$ cat src/rtl/dct_pkg.sv
// Shared definitions for the 8-point HEVC forward DCT: widths, signed
// datapath types and the core-transform coefficients.
package dct_pkg;

  localparam int WIDTH_X_DEF = 9;                // input sample width
  localparam int WIDTH_Y_DEF = 19;               // output coefficient width
  localparam int WIDTH_B     = WIDTH_X_DEF + 1;  // e/o butterfly width
  localparam int WIDTH_BB    = WIDTH_X_DEF + 2;  // ee/eo butterfly width

  typedef logic signed [WIDTH_X_DEF-1:0] sample_t;
  typedef logic signed [WIDTH_B-1:0]     bfly_t;
  typedef logic signed [WIDTH_BB-1:0]    bfly2_t;
  typedef logic signed [WIDTH_Y_DEF-1:0] coef_t;

  // HEVC 8-point core transform coefficients
  localparam coef_t C64 = 19'sd64;
  localparam coef_t C83 = 19'sd83;
  localparam coef_t C36 = 19'sd36;
  localparam coef_t C89 = 19'sd89;
  localparam coef_t C75 = 19'sd75;
  localparam coef_t C50 = 19'sd50;
  localparam coef_t C18 = 19'sd18;

endpackage

$ cat src/rtl/dct_8puntos_odd.sv
// Odd half of the 8-point DCT: 4x4 matrix from the difference terms
// o0..o3 to the odd coefficients y1, y3, y5, y7. Purely combinational;
// the caller registers the results.
module dct_8puntos_odd
  import dct_pkg::*;
(
  input  logic signed [WIDTH_B-1:0]     o0_i,
  input  logic signed [WIDTH_B-1:0]     o1_i,
  input  logic signed [WIDTH_B-1:0]     o2_i,
  input  logic signed [WIDTH_B-1:0]     o3_i,
  output logic signed [WIDTH_Y_DEF-1:0] y1_o,
  output logic signed [WIDTH_Y_DEF-1:0] y3_o,
  output logic signed [WIDTH_Y_DEF-1:0] y5_o,
  output logic signed [WIDTH_Y_DEF-1:0] y7_o
);

  coef_t s0, s1, s2, s3;

  // Sign-extend to full coefficient width first so no product or sum wraps
  always_comb begin
    s0 = coef_t'(o0_i);
    s1 = coef_t'(o1_i);
    s2 = coef_t'(o2_i);
    s3 = coef_t'(o3_i);
    y1_o = C89 * s0 + C75 * s1 + C50 * s2 + C18 * s3;
    y3_o = C75 * s0 - C18 * s1 - C89 * s2 - C50 * s3;
    y5_o = C50 * s0 - C89 * s1 + C18 * s2 + C75 * s3;
    y7_o = C18 * s0 - C50 * s1 + C75 * s2 - C89 * s3;
  end

endmodule

$ cat src/rtl/dct_8puntos.sv
// 8-point forward integer DCT (HEVC core matrix), full precision.
// Three stages: input capture on load, butterflies, output coefficients.
// A vector captured at edge N is visible on y0..y7 after edge N+2.
module dct_8puntos
  import dct_pkg::*;
#(
  parameter int WIDTH_X = WIDTH_X_DEF,
  parameter int WIDTH_Y = WIDTH_Y_DEF
) (
  input  logic                      clk,
  input  logic                      rst,
  input  logic                      load,
  input  logic signed [WIDTH_X-1:0] x0,
  input  logic signed [WIDTH_X-1:0] x1,
  input  logic signed [WIDTH_X-1:0] x2,
  input  logic signed [WIDTH_X-1:0] x3,
  input  logic signed [WIDTH_X-1:0] x4,
  input  logic signed [WIDTH_X-1:0] x5,
  input  logic signed [WIDTH_X-1:0] x6,
  input  logic signed [WIDTH_X-1:0] x7,
  output logic signed [WIDTH_Y-1:0] y0,
  output logic signed [WIDTH_Y-1:0] y1,
  output logic signed [WIDTH_Y-1:0] y2,
  output logic signed [WIDTH_Y-1:0] y3,
  output logic signed [WIDTH_Y-1:0] y4,
  output logic signed [WIDTH_Y-1:0] y5,
  output logic signed [WIDTH_Y-1:0] y6,
  output logic signed [WIDTH_Y-1:0] y7
);

  // Stage 1: captured samples
  sample_t x_q [8];

  // Stage 2: butterfly results
  bfly_t  e_d [4];
  bfly_t  o_d [4];
  bfly_t  o_q [4];
  bfly2_t ee0_d, ee1_d, eo0_d, eo1_d;
  bfly2_t ee0_q, ee1_q, eo0_q, eo1_q;

  // Stage 3: output coefficients
  coef_t y_d [8];
  coef_t y_q [8];
  coef_t y1_odd, y3_odd, y5_odd, y7_odd;

  // Capture the input vector on load; reset wins over load
  always_ff @(posedge clk) begin
    if (rst) begin
      // NOTE: every pipeline register is cleared so a reset discards all
      // in-flight vectors; the all-zero state transforms to zero outputs.
      for (int i = 0; i < 8; i++) x_q[i] <= '0;
    end else if (load) begin
      // NOTE: non-blocking assignments so every register samples the
      // pre-edge value regardless of statement order.
      x_q[0] <= sample_t'(x0);
      x_q[1] <= sample_t'(x1);
      x_q[2] <= sample_t'(x2);
      x_q[3] <= sample_t'(x3);
      x_q[4] <= sample_t'(x4);
      x_q[5] <= sample_t'(x5);
      x_q[6] <= sample_t'(x6);
      x_q[7] <= sample_t'(x7);
    end
  end

  // Sum/difference butterflies with one bit of growth per level
  always_comb begin
    // NOTE: every output gets a value on every pass, so no latch is inferred.
    for (int i = 0; i < 4; i++) begin
      e_d[i] = bfly_t'(x_q[i]) + bfly_t'(x_q[7-i]);
      o_d[i] = bfly_t'(x_q[i]) - bfly_t'(x_q[7-i]);
    end
    ee0_d = bfly2_t'(e_d[0]) + bfly2_t'(e_d[3]);
    ee1_d = bfly2_t'(e_d[1]) + bfly2_t'(e_d[2]);
    eo0_d = bfly2_t'(e_d[0]) - bfly2_t'(e_d[3]);
    eo1_d = bfly2_t'(e_d[1]) - bfly2_t'(e_d[2]);
  end

  // Butterfly register stage, free-running
  always_ff @(posedge clk) begin
    if (rst) begin
      for (int i = 0; i < 4; i++) o_q[i] <= '0;
      ee0_q <= '0;
      ee1_q <= '0;
      eo0_q <= '0;
      eo1_q <= '0;
    end else begin
      for (int i = 0; i < 4; i++) o_q[i] <= o_d[i];
      ee0_q <= ee0_d;
      ee1_q <= ee1_d;
      eo0_q <= eo0_d;
      eo1_q <= eo1_d;
    end
  end

  dct_8puntos_odd u_odd (
    .o0_i (o_q[0]),
    .o1_i (o_q[1]),
    .o2_i (o_q[2]),
    .o3_i (o_q[3]),
    .y1_o (y1_odd),
    .y3_o (y3_odd),
    .y5_o (y5_odd),
    .y7_o (y7_odd)
  );

  // Even coefficients inline, odd ones from the sub-module
  always_comb begin
    y_d[0] = C64 * (coef_t'(ee0_q) + coef_t'(ee1_q));
    y_d[4] = C64 * (coef_t'(ee0_q) - coef_t'(ee1_q));
    y_d[2] = C83 * coef_t'(eo0_q) + C36 * coef_t'(eo1_q);
    y_d[6] = C36 * coef_t'(eo0_q) - C83 * coef_t'(eo1_q);
    y_d[1] = y1_odd;
    y_d[3] = y3_odd;
    y_d[5] = y5_odd;
    y_d[7] = y7_odd;
  end

  // Output register stage, free-running
  always_ff @(posedge clk) begin
    if (rst) begin
      for (int i = 0; i < 8; i++) y_q[i] <= '0;
    end else begin
      for (int i = 0; i < 8; i++) y_q[i] <= y_d[i];
    end
  end

  assign y0 = y_q[0];
  assign y1 = y_q[1];
  assign y2 = y_q[2];
  assign y3 = y_q[3];
  assign y4 = y_q[4];
  assign y5 = y_q[5];
  assign y6 = y_q[6];
  assign y7 = y_q[7];

endmodule

$ cat config.mk
export PLATFORM = sky130hd
export DESIGN_NAME = dct_8puntos
export DESIGN_NICKNAME = d
export VERILOG_FILES = /design/src/rtl/dct_pkg.sv /design/src/rtl/dct_8puntos_odd.sv /design/src/rtl/dct_8puntos.sv
export SDC_FILE = /design/constraint.sdc
export NUM_CORES = 2
export LEC_CHECK = 0
export ABC_AREA = 1
export CAP_MARGIN = 0
export CORE_ASPECT_RATIO = 0.75
export CORE_MARGIN = 3
export CORE_UTILIZATION = 57
export DETAILED_ROUTE_END_ITERATION = 8
export PLACE_DENSITY = 0.9
export SLEW_MARGIN = 20
export SYNTH_ARGS = -nofsm -noshare
export SYNTH_HDL_FRONTEND = slang
export SYNTH_HIERARCHICAL = 1
export SYNTH_SLANG_ARGS = --single-unit
$ cat constraint.sdc
create_clock -name clk -period 7.8 [get_ports clk]
set_clock_uncertainty 0.1 [all_clocks]
set_input_delay 1.17 -clock clk [delete_from_list [all_inputs] [get_ports clk]]
set_output_delay 1.17 -clock clk [all_outputs]
set_load 0.02 [all_outputs]
==> implementation parameters <==
Parameter                              Value

Status
  Outcome    finished, final reports clean

Die
  Number of primary I/O pins    227
  Site Rows    85
  Die H    240.2 µm
  Chip Width    318.3 µm
  Total Die Area    76450 µm²
  Initial Util    57.82%
  Placeable core region    72110 µm²

Hold path
  Min-Delay Path Depth    3
  Endpoint with the worst hold slack    y_q[0][2]
  Class of the worst hold path    reg -> reg
  Startpoint of the tightest hold check path    ee1_q[2]

Yosys
  Post-synthesis register bit count    291
  Cell count after synthesis    4979
  Count of flip-flops with a built-in enable after synthesis    72
  Post-synthesis cell type count    64
  Share of flip-flops with an asynchronous set or reset    0%
  Average footprint of a synthesized cell    8.373 µm²
  Sequential area share after synthesis    15.70%
  Number of warnings reported in the yosys synthesis log    6
  Area of the mapped netlist    41690 µm²
  Ys flop type    sky130_fd_sc_hd__dfxtp_1

Clocking
  Post-CTS Setup Bufs    0
  Worst-path clk slew    0.07 ns
  Clock latency on the worst-skew pair    0.59 ns
  Clk sinks    291
  TritonCTS clock tree    built
  Number of buffers between clock root and the deepest sink    3
  Clock Root Buffer    sky130_fd_sc_hd__clkbuf_16
  CTS buffer count    37
  Resized Gates After CTS    0
  Hold_buf cts    0
  Maximum level of the CTS H-tree    2

Worst setup path
  Maximum fanout count along the critical path    5
  Critical-path top delay cell    sky130_fd_sc_hd__fa_1
  Worst Path Arrival    7.81 ns
  Crit path kind    reg -> reg
  Delay of the slowest cell on the worst path    0.53 ns
  Cell depth of the worst flop-to-flop path    33
  Capture instance of the worst register-to-register path    y_q[0][69]
  Category of the worst setup path launch point    flip-flop
  Setup slack of the most critical reg-to-reg path    0.32 ns
  Required time of the critical path    8.12 ns
  Crit Reg-Reg Startpoint    o_q[3][5]
  Kind of capture point of the worst setup path    flip-flop

Cells and area
  Share of final-layout standard cells stronger than drive strength 1    4.833%
  Total non-filler cell area in the finished layout    46400 µm²
  Most frequent standard cell in the layout excluding fill and tap cells    sky130_fd_sc_hd__inv_1
  Commonest cells after routing, fill and taps aside    sky130_fd_sc_hd__inv_1 (1282), sky130_fd_sc_hd__ha_1 (785), sky130_fd_sc_hd__nand2_1 (511)
  Number of nets at the end of the flow    6531
  Synth-to-layout area growth    11.31%
  Post-layout utilization of the core    64.36%

Routing
  First drt pass iteration count    6
  DR DRC count    0
  Post-detailed-route count of antenna-violating nets    0
  Total vias in the final route    34000
  Detail-routed via count per cell    5.472
  Wire length after detailed routing    117800 µm
  Detailed-route wire length per cell    18.95 µm
  DRT iter0 DRCs    3429

STA
  Final Setup Violations    0
  Share of the clock period used by the worst path    95.96%
  Number of pins exceeding their max-slew limit in the final report    0
  Post-Route Hold Slack    0.5766 ns
  Rel. slew slack    30.57%
  Final hold violations    0
  Maximum clock frequency    133.6 MHz
  RSZ-0062 raised after global routing    true
  Transition time at the pin with the least slew margin    1.042 ns
  Final period demand of the worst path    7.485 ns

Place
  Post-DP Area    45100 µm²
  Final HPWL DP    100000 µm
  Placer's final routability congestion estimate    1.025
  Number of buffers added on ports    214

Global routing
  Initial antenna violation count    9
  Vias in the first global route    33380
  First-pass GRT wire length    184100 µm
  Largest net degree at the start of global routing    76
  Total GRT Usage    30.86%
  Global-route congestion overflow total    0

Flow run
  Reported max-cap violation count    0
-- kinds of logic after synthesis --
| kind of cell | Yosys count | share of synthesized area (%) |
|---|---|---|
| other | 1 | 0.008995 |
| AND/OR/NAND/NOR | 1097 | 11.10 |
| XOR/XNOR | 271 | 5.711 |
| multiplexers | 1 | 0.02701 |
| adder cells (fa/ha/maj) | 1228 | 44.80 |
| flip-flops | 291 | 15.70 |
| AO/OA/AOI/OAI | 716 | 9.925 |
| buffers and inverters | 1374 | 12.73 |
-- worst max-delay path, delay by kind of cell, from the launching register on --
family                   cells  cell delay [ns]
AO/OA/AOI/OAI                6             1.03
XOR/XNOR                     2             0.34
adder cells (fa/ha/maj)     11             4.55
buffers and inverters        5             0.30
flip-flops                   1             0.38
AND/OR/NAND/NOR              9             0.60
-- stage by stage --
step	worst slack, ns	setup TNS (ns)	cells
2_1_floorplan	0.5371	0	4990
3_3_place_gp	0.2294	0	6146
3_5_place_dp	0.2498	0	6146
4_1_cts	0.2083	0	6213
5_1_grt	-0.02994	-0.03124	6213
6_report	0.3150	0	6214
-- cells in the mapped netlist (25+ instances only) --
library cell,number,area (µm²)
sky130_fd_sc_hd__fa_1,441,8828
sky130_fd_sc_hd__inv_1,1282,4812
sky130_fd_sc_hd__clkbuf_1,25,93.84
sky130_fd_sc_hd__nand3_1,122,610.6
sky130_fd_sc_hd__o21ai_0,158,790.8
sky130_fd_sc_hd__nand2_1,512,1922
sky130_fd_sc_hd__ha_1,787,9847
sky130_fd_sc_hd__edfxtp_1,72,2162
sky130_fd_sc_hd__a21oi_1,373,1867
sky130_fd_sc_hd__nand4_1,26,162.7
sky130_fd_sc_hd__dfxtp_1,219,4384
sky130_fd_sc_hd__nor3_1,31,155.2
sky130_fd_sc_hd__nor2_1,342,1284
sky130_fd_sc_hd__xnor2_1,78,683.2
sky130_fd_sc_hd__xor2_1,192,1682
-- cell type report --
| cell class | count | area [µm²] |
|---|---|---|
| multi-input cells | 3325 | 29940 |
| repair buffers | 275 | 2597 |
| clock inverters | 21 | 242.7 |
| fillers | 5832 | 25700 |
| flip-flops and latches | 291 | 6558 |
| diodes | 1 | 2.502 |
| well taps | 957 | 1197 |
| clock buffers | 46 | 989.7 |
| inverters | 1298 | 4878 |
-- worst max path at each step --
stage                     slack [ns]  cells past startpoint    endpoint      start
after floorplan                 0.54                     34  y_q[0][69]  o_q[3][9]
after global placement          0.23                     31  y_q[0][69]  o_q[3][1]
after detailed placement        0.25                     31  y_q[0][69]  o_q[3][1]
after CTS                       0.21                     31  y_q[0][69]  o_q[3][1]
after global routing           -0.03                     33  y_q[0][69]  o_q[3][4]
final                           0.32                     33  y_q[0][69]  o_q[3][5]
-- sequential cells by signal (all words and copies together), names as in the netlist --
signal,cells
o_q,40
eo1_q,10
y_q,137
ee1_q,11
eo0_q,10
x_q,72
ee0_q,11
-- routing by layer --
metal | global-route usage [%] | routed length, µm | vias to the layer above
met5 | 0 | 61 | -
met1 | 44.41 | 50640 | 16060
met3 | 9.400 | 15420 | 280
met2 | 43.94 | 47170 | 1662
met4 | 10.64 | 4482 | 10
li1 | - | - | 15990
Power is left out: the tool's default activity adds up to more than one toggle a clock period on the data nets, which glitch-free logic cannot reach.
